[config.mk]
export PLATFORM = sky130hd
export DESIGN_NAME = event_hs_receiver_flat
export DESIGN_NICKNAME = d
export VERILOG_FILES = /design/src/rtl/event_hs_receiver_if.sv /design/src/rtl/event_hs_receiver.sv /design/src/flat_wrapper.sv
export SDC_FILE = /design/constraint.sdc
export NUM_CORES = 1
export LEC_CHECK = 0
export BUFFER_PORTS_ARGS = -buffer_cell sky130_fd_sc_hd__buf_2
export CAP_MARGIN = 10
export CELL_PAD_IN_SITES_DETAIL_PLACEMENT = 0
export CELL_PAD_IN_SITES_GLOBAL_PLACEMENT = 2
export CORE_MARGIN = 3
export CORE_UTILIZATION = 33
export CTS_CLUSTER_DIAMETER = 60
export DETAILED_ROUTE_END_ITERATION = 16
export GPL_TIMING_DRIVEN = 0
export PLACE_DENSITY = 0.73
export SLEW_MARGIN = 20
export SYNTH_ARGS = -nofsm -noshare
export SYNTH_HDL_FRONTEND = slang
export SYNTH_SLANG_ARGS = --single-unit
[constraint.sdc]
create_clock -name clk -period 1.9 [get_ports clk]
set_input_delay 0.285 -clock clk [delete_from_list [all_inputs] [get_ports clk]]
set_output_delay 0.285 -clock clk [all_outputs]
set_load 0.02 [all_outputs]
[src/rtl/event_hs_receiver_if.sv]
// Per-channel event handshake bundle between an event source and the receiver.
// Ports: req_in (source -> receiver), ack_out and busy_o (receiver -> source).
// master = event source side, slave = event_hs_receiver side.
interface event_hs_receiver_if #(
  parameter int NUM_CH = 4
);
  logic [NUM_CH-1:0] req_in;   // per-channel sysReq event level
  logic [NUM_CH-1:0] ack_out;  // per-channel registered ack
  logic [NUM_CH-1:0] busy_o;   // per-channel receiver busy (not IDLE)

  modport master (
    output req_in,
    input  ack_out,
    input  busy_o
  );

  modport slave (
    input  req_in,
    output ack_out,
    output busy_o
  );
endinterface

[src/rtl/event_hs_receiver.sv]
// Multi-channel event handshake receiver: each channel acks its sysReq level
//   immediately, after programmable rise/fall delays, or not at all (no-ack mode),
//   counts clean handshakes, and reports the first protocol/timeout error.
// Ports: clk, rst_n (async active-low); hs (req_in/ack_out/busy_o bundle);
//   mode_i, rise_dly_i, fall_dly_i latched per channel at handshake start;
//   to_thresh_i timeout in units of 4096 cycles (0 = off); hs_cnt_o packed
//   per-channel counters; err_vld_o/err_type_o/err_ch_o sticky error record,
//   cleared by err_clr_i.
// Latency: ack 1 cycle after req sampled high (immediate) or rise_dly+1 (delayed).
// Backpressure: none; channels are fully independent, only the error record is shared.
// Build option: define EVENT_HS_TIMEOUT_EN to include the per-channel timeout
//   timers; without it to_thresh_i is ignored and no timeout error exists.
module event_hs_receiver #(
  parameter  int NUM_CH = 4,
  parameter  int DLY_W  = 8,
  parameter  int CNT_W  = 16,
  parameter  int TO_W   = 16,
  localparam int CH_W   = (NUM_CH > 1) ? $clog2(NUM_CH) : 1
) (
  input  logic                    clk,
  input  logic                    rst_n,
  event_hs_receiver_if.slave      hs,
  input  logic [1:0]              mode_i,
  input  logic [DLY_W-1:0]        rise_dly_i,
  input  logic [DLY_W-1:0]        fall_dly_i,
  input  logic [TO_W-1:0]         to_thresh_i,
  output logic [NUM_CH*CNT_W-1:0] hs_cnt_o,
  output logic                    err_vld_o,
  output logic [1:0]              err_type_o,
  output logic [CH_W-1:0]         err_ch_o,
  input  logic                    err_clr_i
);

  typedef enum logic [2:0] {
    S_IDLE,
    S_RISE_WAIT,
    S_ACKED,
    S_FALL_WAIT,
    S_NOACK,
    S_RECOVER
  } state_t;

  localparam logic [1:0] MODE_DLY   = 2'b01;
  localparam logic [1:0] MODE_NOACK = 2'b10;
  localparam logic [1:0] ERR_PROT   = 2'b01;
  localparam logic [1:0] ERR_TO     = 2'b10;

  wire [NUM_CH-1:0]       ack_vec;
  wire [NUM_CH-1:0]       busy_vec;
  wire [NUM_CH-1:0]       perr_vec;   // protocol error pulse per channel
  wire [NUM_CH-1:0]       to_vec;     // timeout error pulse per channel
  wire [NUM_CH*CNT_W-1:0] cnt_vec;

  assign hs.ack_out = ack_vec;
  assign hs.busy_o  = busy_vec;
  assign hs_cnt_o   = cnt_vec;

`ifndef EVENT_HS_TIMEOUT_EN
  // Threshold has no consumer when the timers are compiled out.
  logic unused_to_thresh;
  assign unused_to_thresh = ^to_thresh_i;
`endif

  // ---------------------------------------------------------------------------
  // Per-channel handshake engine
  // ---------------------------------------------------------------------------
  for (genvar g = 0; g < NUM_CH; g++) begin : g_ch
    state_t           state_q, state_d;
    logic [DLY_W-1:0] dcnt_q, dcnt_d;   // rise/fall delay countdown
    logic [DLY_W-1:0] fdly_q, fdly_d;   // fall delay captured at handshake start
    logic             imm_q, imm_d;     // captured immediate mode: fall delay ignored
    logic             rec_q, rec_d;     // second RECOVER cycle marker
    logic             errf_q, errf_d;   // current handshake hit an error
    logic             ack_q, ack_d;
    logic [CNT_W-1:0] cnt_q, cnt_d;
    logic             req;
    logic             to_hit;
    logic             perr;

    assign req = hs.req_in[g];

`ifdef EVENT_HS_TIMEOUT_EN
    // Timer counts cycles since the IDLE exit edge (that edge counts as 1) and
    // runs only while req stays high; it fires once when the count reaches
    // to_thresh_i*4096, then stops so the error is not raised again.
    localparam int TMR_W = TO_W + 12;
    logic [TMR_W-1:0] tmr_q;
    logic             run_q;
    logic [TMR_W-1:0] tmr_lim;
    logic             tmr_start;

    assign tmr_lim   = {to_thresh_i, 12'd0};
    assign tmr_start = (state_q == S_IDLE) && req;
    assign to_hit    = run_q && req && (to_thresh_i != '0) &&
                       (tmr_q == tmr_lim - TMR_W'(1));

    always_ff @(posedge clk or negedge rst_n) begin
      if (!rst_n) begin
        tmr_q <= '0;
        run_q <= 1'b0;
      end else if (tmr_start) begin
        tmr_q <= TMR_W'(1);
        run_q <= 1'b1;
      end else if (run_q) begin
        if (!req || to_hit) begin
          run_q <= 1'b0;
        end else begin
          tmr_q <= tmr_q + TMR_W'(1);
        end
      end
    end
`else
    assign to_hit = 1'b0;
`endif

    // Next-state and output logic
    always_comb begin
      state_d = state_q;
      dcnt_d  = dcnt_q;
      fdly_d  = fdly_q;
      imm_d   = imm_q;
      rec_d   = rec_q;
      errf_d  = errf_q;
      ack_d   = ack_q;
      cnt_d   = cnt_q;
      perr    = 1'b0;

      unique case (state_q)
        S_IDLE: begin
          if (req) begin
            errf_d = 1'b0;
            fdly_d = fall_dly_i;
            if (mode_i == MODE_NOACK) begin
              imm_d   = 1'b0;
              state_d = S_NOACK;
            end else if (mode_i == MODE_DLY) begin
              imm_d = 1'b0;
              if (rise_dly_i == '0) begin
                ack_d   = 1'b1;
                state_d = S_ACKED;
              end else begin
                dcnt_d  = rise_dly_i;
                state_d = S_RISE_WAIT;
              end
            end else begin
              // 00 and the reserved 11 encoding both ack immediately.
              imm_d   = 1'b1;
              ack_d   = 1'b1;
              state_d = S_ACKED;
            end
          end
        end

        S_RISE_WAIT: begin
          if (!req) begin
            // Source withdrew the event before we acked it.
            perr    = 1'b1;
            errf_d  = 1'b1;
            state_d = S_RECOVER;
          end else if (to_hit) begin
            errf_d  = 1'b1;
            state_d = S_NOACK;
          end else if (dcnt_q <= DLY_W'(1)) begin
            ack_d   = 1'b1;
            state_d = S_ACKED;
          end else begin
            dcnt_d = dcnt_q - DLY_W'(1);
          end
        end

        S_ACKED: begin
          if (!req) begin
            state_d = S_FALL_WAIT;
            if (imm_q || (fdly_q == '0)) begin
              // Drop ack now; FALL_WAIT then passes straight to RECOVER.
              ack_d  = 1'b0;
              dcnt_d = '0;
            end else begin
              dcnt_d = fdly_q;
            end
          end else if (to_hit) begin
            errf_d  = 1'b1;
            ack_d   = 1'b0;
            state_d = S_NOACK;
          end
        end

        S_FALL_WAIT: begin
          if (dcnt_q <= DLY_W'(1)) begin
            ack_d   = 1'b0;
            state_d = S_RECOVER;
          end else begin
            dcnt_d = dcnt_q - DLY_W'(1);
          end
        end

        S_NOACK: begin
          if (!req) begin
            state_d = S_RECOVER;
          end else if (to_hit) begin
            errf_d = 1'b1;
          end
        end

        S_RECOVER: begin
          if (rec_q) begin
            rec_d   = 1'b0;
            state_d = S_IDLE;
            if (!errf_q && (cnt_q != '1)) begin
              cnt_d = cnt_q + CNT_W'(1);
            end
          end else begin
            rec_d = 1'b1;
          end
        end

        default: begin
          state_d = S_IDLE;
          ack_d   = 1'b0;
        end
      endcase
    end

    always_ff @(posedge clk or negedge rst_n) begin
      if (!rst_n) begin
        state_q <= S_IDLE;
        dcnt_q  <= '0;
        fdly_q  <= '0;
        imm_q   <= 1'b0;
        rec_q   <= 1'b0;
        errf_q  <= 1'b0;
        ack_q   <= 1'b0;
        cnt_q   <= '0;
      end else begin
        state_q <= state_d;
        dcnt_q  <= dcnt_d;
        fdly_q  <= fdly_d;
        imm_q   <= imm_d;
        rec_q   <= rec_d;
        errf_q  <= errf_d;
        ack_q   <= ack_d;
        cnt_q   <= cnt_d;
      end
    end

    assign ack_vec[g]                 = ack_q;
    assign busy_vec[g]                = (state_q != S_IDLE);
    assign perr_vec[g]                = perr;
    assign to_vec[g]                  = to_hit;
    assign cnt_vec[g*CNT_W +: CNT_W]  = cnt_q;
  end

  // ---------------------------------------------------------------------------
  // Shared error record: first error wins, lowest channel wins a tie
  // ---------------------------------------------------------------------------
  logic            new_err;
  logic [1:0]      new_type;
  logic [CH_W-1:0] new_ch;

  // Scan from the top so the lowest active channel is the last one written.
  always_comb begin
    new_err  = 1'b0;
    new_type = 2'b00;
    new_ch   = '0;
    for (int i = NUM_CH - 1; i >= 0; i--) begin
      if (perr_vec[i] || to_vec[i]) begin
        new_err  = 1'b1;
        new_type = perr_vec[i] ? ERR_PROT : ERR_TO;
        new_ch   = CH_W'(i);
      end
    end
  end

  always_ff @(posedge clk or negedge rst_n) begin
    if (!rst_n) begin
      err_vld_o  <= 1'b0;
      err_type_o <= 2'b00;
      err_ch_o   <= '0;
    end else if (new_err && (!err_vld_o || err_clr_i)) begin
      // A clear in the same cycle as a new error still keeps the new one.
      err_vld_o  <= 1'b1;
      err_type_o <= new_type;
      err_ch_o   <= new_ch;
    end else if (err_clr_i) begin
      err_vld_o  <= 1'b0;
      err_type_o <= 2'b00;
      err_ch_o   <= '0;
    end
  end

endmodule

[src/flat_wrapper.sv]
// flat-port wrapper written by rule: the top's interface ports become plain ports
module event_hs_receiver_flat 
#(
  parameter  int NUM_CH = 4,
  parameter  int DLY_W  = 8,
  parameter  int CNT_W  = 16,
  parameter  int TO_W   = 16,
  localparam int CH_W   = (NUM_CH > 1) ? $clog2(NUM_CH) : 1
)
  (clk, rst_n, mode_i, rise_dly_i, fall_dly_i, to_thresh_i, hs_cnt_o, err_vld_o, err_type_o, err_ch_o, err_clr_i, hs_req_in, hs_ack_out, hs_busy_o);
  event_hs_receiver_if #(.NUM_CH(NUM_CH)) hs_i ();
  input  logic clk;
  input  logic rst_n;
  input  logic [1:0] mode_i;
  input  logic [DLY_W-1:0] rise_dly_i;
  input  logic [DLY_W-1:0] fall_dly_i;
  input  logic [TO_W-1:0] to_thresh_i;
  output logic [NUM_CH*CNT_W-1:0] hs_cnt_o;
  output logic err_vld_o;
  output logic [1:0] err_type_o;
  output logic [CH_W-1:0] err_ch_o;
  input  logic err_clr_i;
  input wire logic [$bits(hs_i.req_in)-1:0] hs_req_in;
  output wire logic [$bits(hs_i.ack_out)-1:0] hs_ack_out;
  output wire logic [$bits(hs_i.busy_o)-1:0] hs_busy_o;
  assign hs_i.req_in = hs_req_in;
  assign hs_ack_out = hs_i.ack_out;
  assign hs_busy_o = hs_i.busy_o;
  event_hs_receiver #(.NUM_CH(NUM_CH), .DLY_W(DLY_W), .CNT_W(CNT_W), .TO_W(TO_W)) u_core (.clk(clk), .rst_n(rst_n), .hs(hs_i), .mode_i(mode_i), .rise_dly_i(rise_dly_i), .fall_dly_i(fall_dly_i), .to_thresh_i(to_thresh_i), .hs_cnt_o(hs_cnt_o), .err_vld_o(err_vld_o), .err_type_o(err_type_o), .err_ch_o(err_ch_o), .err_clr_i(err_clr_i));
endmodule
==> flow_summary.yaml <==
placed_design:
  detailed_place_hpwl_mm: 17.4
  io_buffers: 99
  dpl.cell_count: 1339
  place.gp.congestion: 0.800
power_and_ir_drop:
  ir_worst_vdd_mv: 0.664
  power_density_nw_per_um2: 1550
  p_leak_nw: 4.99
detailed_routing:
  postRouteAntennaNets: 0
  num_vias: 7654
  post_drt_via_cell_ratio: 5.38
  first_pass_iters: 5
  wire_per_inst_um: 18.0
  wl_mm: 25.5
  drtIter0Drc: 493
  drc: 0
synth:
  syn_area_um2: 8760
  synth_compound_gate_area_share: 0.173
  syn_area_per_cell_um2: 9.70
  synthAdderAreaFrac: 0.0200
  yosys.area_share.simple: 0.198
  synth_edf_count: 0
  synth-xor-area-share: 0.0570
  synthMuxAreaShare: 0.0603
  synth_top_family_by_area: "simple AND/OR/NAND/NOR gates"
  synth-seq-area-share: 0.454
  synth_ff_type: "dfrtp_1"
  ys_types: 78
  ys_ff_latch: 159
  async_flop_share: 1.00
  synthCells: 903
  synth_fp_nets: 958
  ys_warn_count: 0
clocking:
  cts_root_buf: "clkbuf_16"
  clk_pin_slew_ns: 0.08
  clk_latency_ns: 0.43
  cts_tree: "done"
  clockBufferDepth: 2
  cts_buffers: 17
  htree_levels: 4
  clock-sinks: 159
worst_setup_path:
  cp_max_fo: 7
  required_ns: 2.22
  critPathLaunchType: "flop"
  critical_path_arrival_ns: 2.28
  critical_path.endpoint_type: "flop"
  path_class: "reg2reg"
cells_and_area:
  diodes: 0
  layout.nets: 1129
  stdcell_count: 1422
  syn_to_final_growth_pct: 29.6
  drive_gt1_frac: 0.325
timing:
  fmax_mhz: 510
  slew_violations: 0
  finClkSkew_ns: 0.0188
  finalSetupViolCount: 5
  rsz0062_at_grt: "yes"
  worst_slack_ns: -0.0597
  min_period_ns: 1.96
  slew_headroom: 0.563
  tightest_slew_ns: 0.648
  hold_viol: 0
  whs_ns: 0.106
  min_period_over_period: 1.03
floorplan:
  num_io_pins: 118
  core_um2: 26100
  rows: 59
  chipHeight_um: 169
  die_area_um2: 28500
  initial_utilization: 0.336
  dieWidth_um: 169
global_routing:
  track_usage: 0.177
  grt_max_degree: 73
  antenna_found_initial: 0
  grt_pass1_vias: 7107
  grt_first_pass_wirelength_mm: 40.8
  overflow: 0
hold_path:
  hold_class: "in2reg"
outcome:
  run_status: "finished with violations"
  violations: "setup timing"
flow_run:
  maxCapViolCount: 0
[worst max-delay path: stages (launching register included)]
cell and delay, ns:
dfrtp_1 0.39, buf_4 0.13, buf_6 0.09, nor3_2 0.04, and3_1 0.14, or4_4 0.51, or2_1 0.24, buf_6 0.15
o22a_1 0.19
[repair_timing]
action,4_1_cts,5_1_grt
setup endpoints to repair,107,97
hold buffers,1,0
buffers inserted,23,32
pin swaps,11,23
gates resized for setup,64,79
endpoints found under the hold margin,30,0
[placed cells by master, fill, tap and decap left out, types with 21 or more instances in the layout]
| cell | instances |
|---|---|
| buf_2 | 99 |
| nand2_1 | 57 |
| xnor2_1 | 33 |
| buf_4 | 65 |
| nor2_1 | 86 |
| mux2_2 | 45 |
| xor2_1 | 24 |
| nand3_1 | 21 |
| inv_1 | 30 |
| a21oi_1 | 38 |
| o21ai_0 | 62 |
| dfrtp_1 | 146 |
[cell families (layout without fill, tap and decap cells)]
family                     after synthesis  after routing
and+or+nand+nor                        330            330
other                                    1              1
adders and majority gates               14             14
DFF                                    159            159
buffers and inverters                   71            255
AOI/OAI and AO/OA                      224            224
muxes                                   47             47
xor gates and xnor gates                57             57
[power by group]
group	switching, mW	internal [mW]	total (mW)
combinational	4.44	3.79	8.23
sequential	1.19	4.54	5.73
clock	1.54	2.11	3.64
total	7.17	10.4	17.6
[Yosys cell counts (all sizes together) (5+ instances only)]
| master | instances | share of area |
|---|---|---|
| a22oi | 8 | 0.0069 |
| nand4 | 18 | 0.013 |
| xor2 | 24 | 0.024 |
| nor3b | 5 | 0.0049 |
| o22a | 6 | 0.0060 |
| a211oi | 6 | 0.0051 |
| buf | 21 | 0.015 |
| a222oi | 9 | 0.010 |
| o22ai | 6 | 0.0043 |
| clkbuf | 19 | 0.0081 |
| o31ai | 6 | 0.0067 |
| or2 | 6 | 0.0043 |
| nor2b | 16 | 0.011 |
| nand2 | 57 | 0.024 |
| nand3 | 22 | 0.013 |
| or3 | 13 | 0.0093 |
| or4 | 13 | 0.012 |
| nand2b | 12 | 0.0086 |
| and3 | 9 | 0.0064 |
| o2111ai | 6 | 0.0067 |
| a221oi | 9 | 0.0090 |
| mux2 | 46 | 0.059 |
| nor4 | 17 | 0.013 |
| inv | 31 | 0.013 |
| dfrtp | 159 | 0.45 |
| nor3 | 26 | 0.015 |
| ha | 14 | 0.020 |
| o211ai | 9 | 0.0077 |
| a21oi | 40 | 0.023 |
| xnor2 | 33 | 0.033 |
| nor2 | 96 | 0.042 |
| a31oi | 8 | 0.0057 |
| o21ai | 71 | 0.041 |
| and4 | 6 | 0.0060 |
[through the flow]
| stage | total power, mW | util | worst slack [ns] | instance area [um^2] | TNS [ns] |
|---|---|---|---|---|---|
| after floorplan | 10.5 | - | 0.0126 | 8770 | 0 |
| after CTS | 16.9 | 0.415 | -0.0683 | 10800 | -0.255 |
| after global placement | 12.5 | 0.372 | -2.20 | 9690 | -370.63 |
| after detailed placement | 12.5 | 0.374 | -0.698 | 9750 | -22.78 |
| final | 17.6 | 0.436 | -0.0597 | 11400 | -0.139 |
| after global routing | 18.9 | 0.436 | -0.114 | 11400 | -0.653 |
[path summary, 6_finish.rpt]
kind | startpoint | end | slack (ns) | depth (start not counted)
setup / recovery | u_core.g_ch[3].state_q[1] | u_core.g_ch[3].dcnt_q[7] | -0.06 | 8
hold / removal | err_clr_i | u_core.err_ch_o[0] | 0.11 | 2
setup reg to reg | u_core.g_ch[3].state_q[1] | u_core.g_ch[3].dcnt_q[7] | -0.06 | 8
hold reg to reg | u_core.g_ch[1].cnt_q[15] | u_core.g_ch[1].cnt_q[15] | 0.49 | 1
max in group asynchronous | rst_n | u_core.g_ch[2].cnt_q[6] | 0.59 | 4
min in group asynchronous | rst_n | u_core.g_ch[1].cnt_q[11] | 0.32 | 2
[per-layer routing]
metal / routed length (um) / global-route usage / share of wire / vias to the layer above
li1: - / - / - / 3696
met3: 1110 / 0.0371 / 0.043 / 12
met4: 122 / 0.0313 / 0.0048 / 0
met5: 0 / 0 / 0 / -
met2: 12300 / 0.282 / 0.48 / 155
met1: 12000 / 0.252 / 0.47 / 3791
[flip-flops by register name (all words and copies together), names as in the netlist]
signal	flops
u_core.g_ch.cnt_q	64
u_core.g_ch.dcnt_q	32
u_core.g_ch.fdly_q	32
u_core.g_ch.state_q	12
u_core.g_ch.ack_q	4
u_core.g_ch.errf_q	4
u_core.g_ch.imm_q	4
u_core.g_ch.rec_q	4
u_core.err_ch_o	2
u_core.err_vld_o	1
[cell type report]
class / count / area [um^2]
timing repair buffer: 157 / 1020
buffer: 35 / 250
tap: 335 / 419
inverter: 31 / 121
clock buffer: 19 / 433
clock inverter: 13 / 179
fill: 2566 / 14700
sequential: 159 / 4000
multi-input combinational: 673 / 4940
No activity file was read; power rests on OpenSTA's default activity.
